[config.mk]
export PLATFORM = sky130hd
export DESIGN_NAME = scoreboard_ctrl
export DESIGN_NICKNAME = d
export VERILOG_FILES = /design/src/rtl/scoreboard_pkg.sv /design/src/rtl/scoreboard_rr_arb.sv /design/src/rtl/scoreboard_ctrl.sv
export SDC_FILE = /design/constraint.sdc
export NUM_CORES = 1
export LEC_CHECK = 0
export CORE_MARGIN = 5
export CORE_UTILIZATION = 46
export DETAILED_ROUTE_END_ITERATION = 8
export PLACE_DENSITY_LB_ADDON = 0.12
export SYNTH_ARGS = -nofsm -noshare
export SYNTH_HDL_FRONTEND = slang
export SYNTH_SLANG_ARGS = --single-unit
[constraint.sdc]
create_clock -name clk -period 4.1 [get_ports clk]
set_input_delay 0.82 -clock clk [delete_from_list [all_inputs] [get_ports clk]]
set_output_delay 0.82 -clock clk [all_outputs]
set_load 0.03 [all_outputs]
[src/rtl/scoreboard_pkg.sv]
// Shared types and helpers for the scoreboard controller.
//   sb_state_e : controller mode (normal compare vs. end-of-test drain)
//   CNT_BITS   : width of the statistics counters
//   sat_inc    : saturating increment used by every statistics counter
package scoreboard_pkg;

    typedef enum logic {
        SB_RUN   = 1'b0,
        SB_FLUSH = 1'b1
    } sb_state_e;

    localparam int CNT_BITS = 32;

    // Counters stick at all-ones instead of wrapping back to zero.
    function automatic logic [CNT_BITS-1:0] sat_inc(input logic [CNT_BITS-1:0] value);
        return (&value) ? value : value + 1'b1;
    endfunction

endpackage

[src/rtl/scoreboard_rr_arb.sv]
// Round-robin arbiter for the expected-sample requesters.
// Ports:
//   clk, rst_n   clock, asynchronous active-low reset
//   req          request vector, one bit per requester
//   en           allows a grant this cycle (state/full gating done by caller)
//   grant        one-hot grant vector
//   grant_idx    index of the granted requester
//   grant_valid  a grant is issued this cycle
// The search starts at the registered pointer and wraps. The pointer moves
// to one past the winner only when a grant is actually issued.
module scoreboard_rr_arb #(
    parameter  int REQS = 4,
    localparam int TAGW = (REQS > 1) ? $clog2(REQS) : 1
) (
    input  logic            clk,
    input  logic            rst_n,
    input  logic [REQS-1:0] req,
    input  logic            en,
    output logic [REQS-1:0] grant,
    output logic [TAGW-1:0] grant_idx,
    output logic            grant_valid
);

    logic [TAGW-1:0] ptr_reg;
    logic [TAGW-1:0] ptr_next;
    logic [TAGW-1:0] cand_idx;

    always_comb begin
        grant_valid = 1'b0;
        grant_idx   = '0;
        cand_idx    = '0;
        for (int k = 0; k < REQS; k++) begin
            cand_idx = TAGW'((int'(ptr_reg) + k) % REQS);
            if (en && !grant_valid && req[cand_idx]) begin
                grant_valid = 1'b1;
                grant_idx   = cand_idx;
            end
        end
    end

    genvar gi;
    generate
        for (gi = 0; gi < REQS; gi++) begin : g_grant
            assign grant[gi] = grant_valid && (grant_idx == TAGW'(gi));
        end
    endgenerate

    // Explicit wrap keeps non-power-of-two REQS inside range.
    assign ptr_next = (grant_idx == TAGW'(REQS - 1)) ? '0 : grant_idx + 1'b1;

    always_ff @(posedge clk or negedge rst_n) begin
        if (!rst_n) begin
            ptr_reg <= '0;
        end else if (grant_valid) begin
            ptr_reg <= ptr_next;
        end
    end

endmodule

[src/rtl/scoreboard_ctrl.sv]
// Scoreboard controller: arbitrates expected samples from REQS monitors into
// an external scoreboard FIFO (tagged {requester, data}), pops and compares on
// each actual sample, and keeps match/mismatch/orphan statistics plus sticky
// underflow and timeout errors. A flush pulse drains the FIFO.
// Ports:
//   clk, rst_n                      clock, asynchronous active-low reset
//   req_valid/req_data/req_ready    expected-sample requesters (REQS lanes)
//   act_valid/act_tag/act_data      actual sample (no backpressure)
//   flush                           start draining the FIFO
//   fifo_enq/fifo_wdata/fifo_deq    FIFO write/pop controls
//   fifo_rdata/fifo_full/fifo_empty FIFO head and status
//   match_cnt/mismatch_cnt/orphan_cnt   saturating statistics
//   mismatch                        registered pulse after a failing compare
//   underflow_err/timeout_err       sticky errors
//   flush_done                      registered pulse as RUN resumes after a drain
module scoreboard_ctrl
    import scoreboard_pkg::*;
#(
    parameter  int REQS    = 4,
    parameter  int BITS    = 24,
    parameter  int TIMEOUT = 1000,
    localparam int TAGW    = $clog2(REQS)
) (
    input  logic                 clk,
    input  logic                 rst_n,
    input  logic [REQS-1:0]      req_valid,
    input  logic [REQS*BITS-1:0] req_data,
    output logic [REQS-1:0]      req_ready,
    input  logic                 act_valid,
    input  logic [TAGW-1:0]      act_tag,
    input  logic [BITS-1:0]      act_data,
    input  logic                 flush,
    output logic                 fifo_enq,
    output logic [TAGW+BITS-1:0] fifo_wdata,
    output logic                 fifo_deq,
    input  logic [TAGW+BITS-1:0] fifo_rdata,
    input  logic                 fifo_full,
    input  logic                 fifo_empty,
    output logic [CNT_BITS-1:0]  match_cnt,
    output logic [CNT_BITS-1:0]  mismatch_cnt,
    output logic [CNT_BITS-1:0]  orphan_cnt,
    output logic                 mismatch,
    output logic                 underflow_err,
    output logic                 timeout_err,
    output logic                 flush_done
);

    localparam int TMOW = $clog2(TIMEOUT + 1);

    sb_state_e        state_reg;
    logic [TMOW-1:0]  tmo_cnt_reg;
    logic             run;
    logic             arb_en;
    logic [TAGW-1:0]  grant_idx;
    logic             grant_valid;
    logic             cmp_fire;
    logic             cmp_hit;
    logic [BITS-1:0]  req_data_arr [REQS];

    genvar gi;
    generate
        for (gi = 0; gi < REQS; gi++) begin : g_unpack
            assign req_data_arr[gi] = req_data[gi*BITS +: BITS];
        end
    endgenerate

    assign run = (state_reg == SB_RUN);

    // No new entry is accepted in the cycle a flush is requested, so the
    // drain covers exactly what was queued when flush arrived.
    assign arb_en = run && !fifo_full && !flush;

    scoreboard_rr_arb #(
        .REQS (REQS)
    ) u_arb (
        .clk         (clk),
        .rst_n       (rst_n),
        .req         (req_valid),
        .en          (arb_en),
        .grant       (req_ready),
        .grant_idx   (grant_idx),
        .grant_valid (grant_valid)
    );

    assign fifo_enq   = grant_valid;
    assign fifo_wdata = {grant_idx, req_data_arr[grant_idx]};

    assign cmp_fire = run && act_valid && !fifo_empty;
    assign cmp_hit  = ({act_tag, act_data} == fifo_rdata);
    // In FLUSH every non-empty cycle pops one entry.
    assign fifo_deq = cmp_fire || (!run && !fifo_empty);

    always_ff @(posedge clk or negedge rst_n) begin
        if (!rst_n) begin
            state_reg     <= SB_RUN;
            tmo_cnt_reg   <= '0;
            match_cnt     <= '0;
            mismatch_cnt  <= '0;
            orphan_cnt    <= '0;
            mismatch      <= 1'b0;
            underflow_err <= 1'b0;
            timeout_err   <= 1'b0;
            flush_done    <= 1'b0;
        end else begin
            mismatch   <= 1'b0;
            flush_done <= 1'b0;
            case (state_reg)
                SB_RUN: begin
                    if (flush) begin
                        state_reg <= SB_FLUSH;
                    end
                    if (cmp_fire) begin
                        if (cmp_hit) begin
                            match_cnt <= sat_inc(match_cnt);
                        end else begin
                            mismatch_cnt <= sat_inc(mismatch_cnt);
                            mismatch     <= 1'b1;
                        end
                    end
                    if (act_valid && fifo_empty) begin
                        underflow_err <= 1'b1;
                    end
                    // Count idle cycles with data waiting; the error fires on
                    // the edge where the count reaches TIMEOUT, then it holds.
                    if (!fifo_empty && !act_valid) begin
                        if (tmo_cnt_reg != TMOW'(TIMEOUT)) begin
                            tmo_cnt_reg <= tmo_cnt_reg + 1'b1;
                        end
                        if (tmo_cnt_reg >= TMOW'(TIMEOUT - 1)) begin
                            timeout_err <= 1'b1;
                        end
                    end else begin
                        tmo_cnt_reg <= '0;
                    end
                end
                SB_FLUSH: begin
                    tmo_cnt_reg <= '0;
                    if (fifo_empty) begin
                        state_reg  <= SB_RUN;
                        flush_done <= 1'b1;
                    end else begin
                        orphan_cnt <= sat_inc(orphan_cnt);
                    end
                end
                default: state_reg <= SB_RUN;
            endcase
        end
    end

endmodule

==> impl_metrics.py <==
metrics = {
    "routing": {
        "routed_via_density": 5.277,
        "first_pass_iters": 5,
        "drtIter0Drc": 296,
        "num_vias": 6100,
        "drc": 0,
        "routed_wl_mm": 20.08,
        "ant_nets": 0,
        "wire_per_inst_microns": 17.37,
    },
    "power_and_ir_drop": {
        "ir_drop_mv": 0.2649,
        "switching_share_pct": 27.52,
        "clkPwrFrac_pct": 42.1,
        "combPwrFrac_pct": 22.3,
        "seq_power_share_pct": 35.5,
        "power.density_nw_per_um2": 346.4,
        "p_int_mw": 2.571,
        "leakagePower_nw": 4.516,
        "switchingPower_mw": 0.9758,
    },
    "sta": {
        "rsz0062_at_grt": "false",
        "fmax_mhz": 253.1,
        "finalHoldViolCount": 0,
        "tightest_slew_ps": 1006,
        "min_period_ps": 3952,
        "fin_crit_sh_pct": 96.38,
        "finalSetupViolations": 0,
        "fin_tns_setup_ps": 0,
        "relSlewSlack_pct": 32.93,
        "clock_skew_ps": 8.646,
        "maxSlewViolCount": 0,
    },
    "logic_synthesis": {
        "ys_types": 45,
        "syn_nets": 828,
        "syn_inst": 664,
        "ys_seq_elements": 113,
        "ys_seq_area_share_pct": 43.04,
        "synth_area_leaders": "dfrtp_1 43%, mux2i_1 11%, xnor2_1 8.5%",
        "syn_area_per_cell_sq_um": 9.895,
        "synthesis.area_sq_um": 6570,
        "yosysTopAreaCellShare_pct": 43.04,
        "synth-main-ff-cell": "dfrtp_1",
        "synth_top_area_cell": "dfrtp_1",
        "ys_async_sr_fraction_pct": 100.0,
        "synth_edf_count": 0,
        "ys.warnings.count": 0,
    },
    "final_layout": {
        "final_common_cell": "clkdlybuf4s50_1",
        "final_area_sq_um": 10240,
        "largestRegisters": "match_cnt: 32 flops, mismatch_cnt: 32 flops, orphan_cnt: 32 flops",
        "diodes": 0,
        "num-nets-final": 1128,
        "layout_common_cells": "260 x clkdlybuf4s50_1, 113 x dfrtp_1, 71 x mux2i_1, 70 x nor2_1, 64 x xnor2_1",
        "drive_gt1_share_pct": 8.607,
        "synthToLayoutAreaGrowth_pct": 55.86,
    },
    "cts": {
        "postCtsSetupBuffers": 0,
        "cts_hold_buf": 0,
        "clock_latency_ps": 400,
        "clk_path_buf_depth": 2,
        "cts_tree": "built",
        "cts-root-buf": "clkbuf_16",
        "h-tree-depth": 4,
        "clock_sinks": 113,
        "numCtsBuffers": 17,
        "ctsResizeCount": 0,
        "clk_pin_slew_worst_paths_ps": 50,
    },
    "die": {
        "num_io_pins": 290,
        "core_region_area_sq_um": 13930,
        "die_h_microns": 129.5,
        "start_util_pct": 47.15,
        "die_x_microns": 129.5,
        "rows": 43,
        "die-area_sq_um": 16770,
    },
    "placed_design": {
        "gp_congestion": 0.8355,
        "place_hpwl_mm": 15.64,
        "placed_area_sq_um": 9619,
        "io_buffers": 289,
    },
    "grt": {
        "grt_max_degree": 82,
        "grt_pass1_wl_mm": 31.59,
        "antenna_found_initial": 0,
        "grt_overflow_total": 0,
        "grt_pass1_vias": 6269,
        "track_usage_pct": 23.67,
    },
    "flow_run": {
        "max_cap_viol_count": 0,
    },
    "setup_path": {
        "regToRegStartpoint": "state_reg$_DFF_PN0_",
        "worstSetupPathType": "in -> out",
        "start_kind": "primary input",
        "path_max_fanout": 23,
        "crit_start": "fifo_full",
        "reg2reg_depth": 6,
        "endpoint_kind": "output port",
        "required_ps": 3280,
        "cp.arrival_ps": 3130,
    },
    "run_status": {
        "outcome": "completed",
    },
    "worst_hold_path": {
        "min_from": "mismatch_cnt[16]$_DFFE_PN0P_",
        "holdCritPathClass": "reg -> reg",
        "hold_depth": 1,
    },
}
[worst max-delay path: stages]
cell             delay (ps)
clkdlybuf4s50_1         410
or3_2                   520
a221oi_2                220
nand4_1                 190
o21ai_4                 150
buf_12                  230
mux2i_2                 240
mux2i_1                 130
buf_4                   200
[final timing paths]
| path | end | slack [ps] |
|---|---|---|
| max reg2reg | mismatch_cnt[31]$_DFFE_PN0P_ | 1550 |
| min in group asynchronous | match_cnt[27]$_DFFE_PN0P_ | 590 |
| min | mismatch_cnt[16]$_DFFE_PN0P_ | 480 |
| max | fifo_wdata[10] | 150 |
| min reg2reg | mismatch_cnt[16]$_DFFE_PN0P_ | 480 |
| max in group asynchronous | orphan_cnt[1]$_DFFE_PN0P_ | 2480 |
[power groups by stage]
| stage | Combinational, mW | Sequential (mW) | Clock, mW |
|---|---|---|---|
| floorplan | 0.303 | 1.35 | 0 |
| global placement | 0.774 | 1.27 | 0 |
| detailed placement | 0.793 | 1.27 | 0 |
| CTS | 0.797 | 1.26 | 1.52 |
| global route | 0.846 | 1.27 | 1.57 |
| finish | 0.792 | 1.26 | 1.49 |
[cells in the mapped netlist, drive strengths merged (2+ instances only)]
| cell type | instances |
|---|---|
| nand2b | 2 |
| and4 | 4 |
| nor4 | 9 |
| nand2 | 48 |
| nand4 | 28 |
| and3 | 15 |
| nand4b | 2 |
| ha | 6 |
| a211oi | 2 |
| or4 | 6 |
| buf | 14 |
| nor2b | 3 |
| or3 | 4 |
| nor2 | 70 |
| nand3 | 43 |
| a21oi | 8 |
| and2 | 4 |
| o21ai | 9 |
| o211ai | 2 |
| xnor2 | 64 |
| clkbuf | 4 |
| nor4bb | 2 |
| mux2i | 72 |
| mux2 | 6 |
| a211o | 2 |
| inv | 22 |
| xor2 | 59 |
| dfrtp | 113 |
| nand3b | 3 |
| nor3 | 31 |
[final cells by class]
class | instances | area [sq um]
Timing Repair Buffer | 299 | 2943
Sequential cell | 113 | 2828
Tap cell | 180 | 225.2
Multi-Input combinational cell | 511 | 3556
Clock inverter | 9 | 131.4
Inverter | 22 | 82.58
Fill cell | 1004 | 3695
Clock buffer | 22 | 474.2
[per-layer routing]
metal  global-route usage [%]  share of wire (%)  up-vias
met3                    7.873                8.8       25
met4                    6.846                1.7        0
met2                    43.69                 53      258
met5                        0                  0        -
li1                         -                  -     2908
met1                    25.84                 37     2909
[per-stage QoR]
step           total power [mW]  util, %  cells  hold slack, ps  setup slack [ps]
2_1_floorplan             1.656        -    664           509.5             521.5
3_3_place_gp              2.045    69.03   1125           468.9             153.1
3_5_place_dp              2.067    69.03   1125           475.1             86.91
4_1_cts                   3.570    73.38   1156           486.2             80.90
5_1_grt                   3.685    73.48   1156           509.4             2.778
6_report                  3.547    73.48   1156           485.0             148.4
[kinds of logic (layout without fill, tap and decap cells)]
kind of cell / Yosys count / after routing / share of synthesized area, %
buffers and inverters: 40 / 352 / 3.104
flip-flops: 113 / 113 / 43.04
multiplexers: 79 / 79 / 12.34
XOR/XNOR: 123 / 123 / 16.40
AND/OR/NAND/NOR: 275 / 275 / 21.23
AO/OA/AOI/OAI: 28 / 28 / 2.742
adder cells (fa/ha/maj): 6 / 6 / 1.143
No activity file was read; power rests on OpenSTA's default activity.
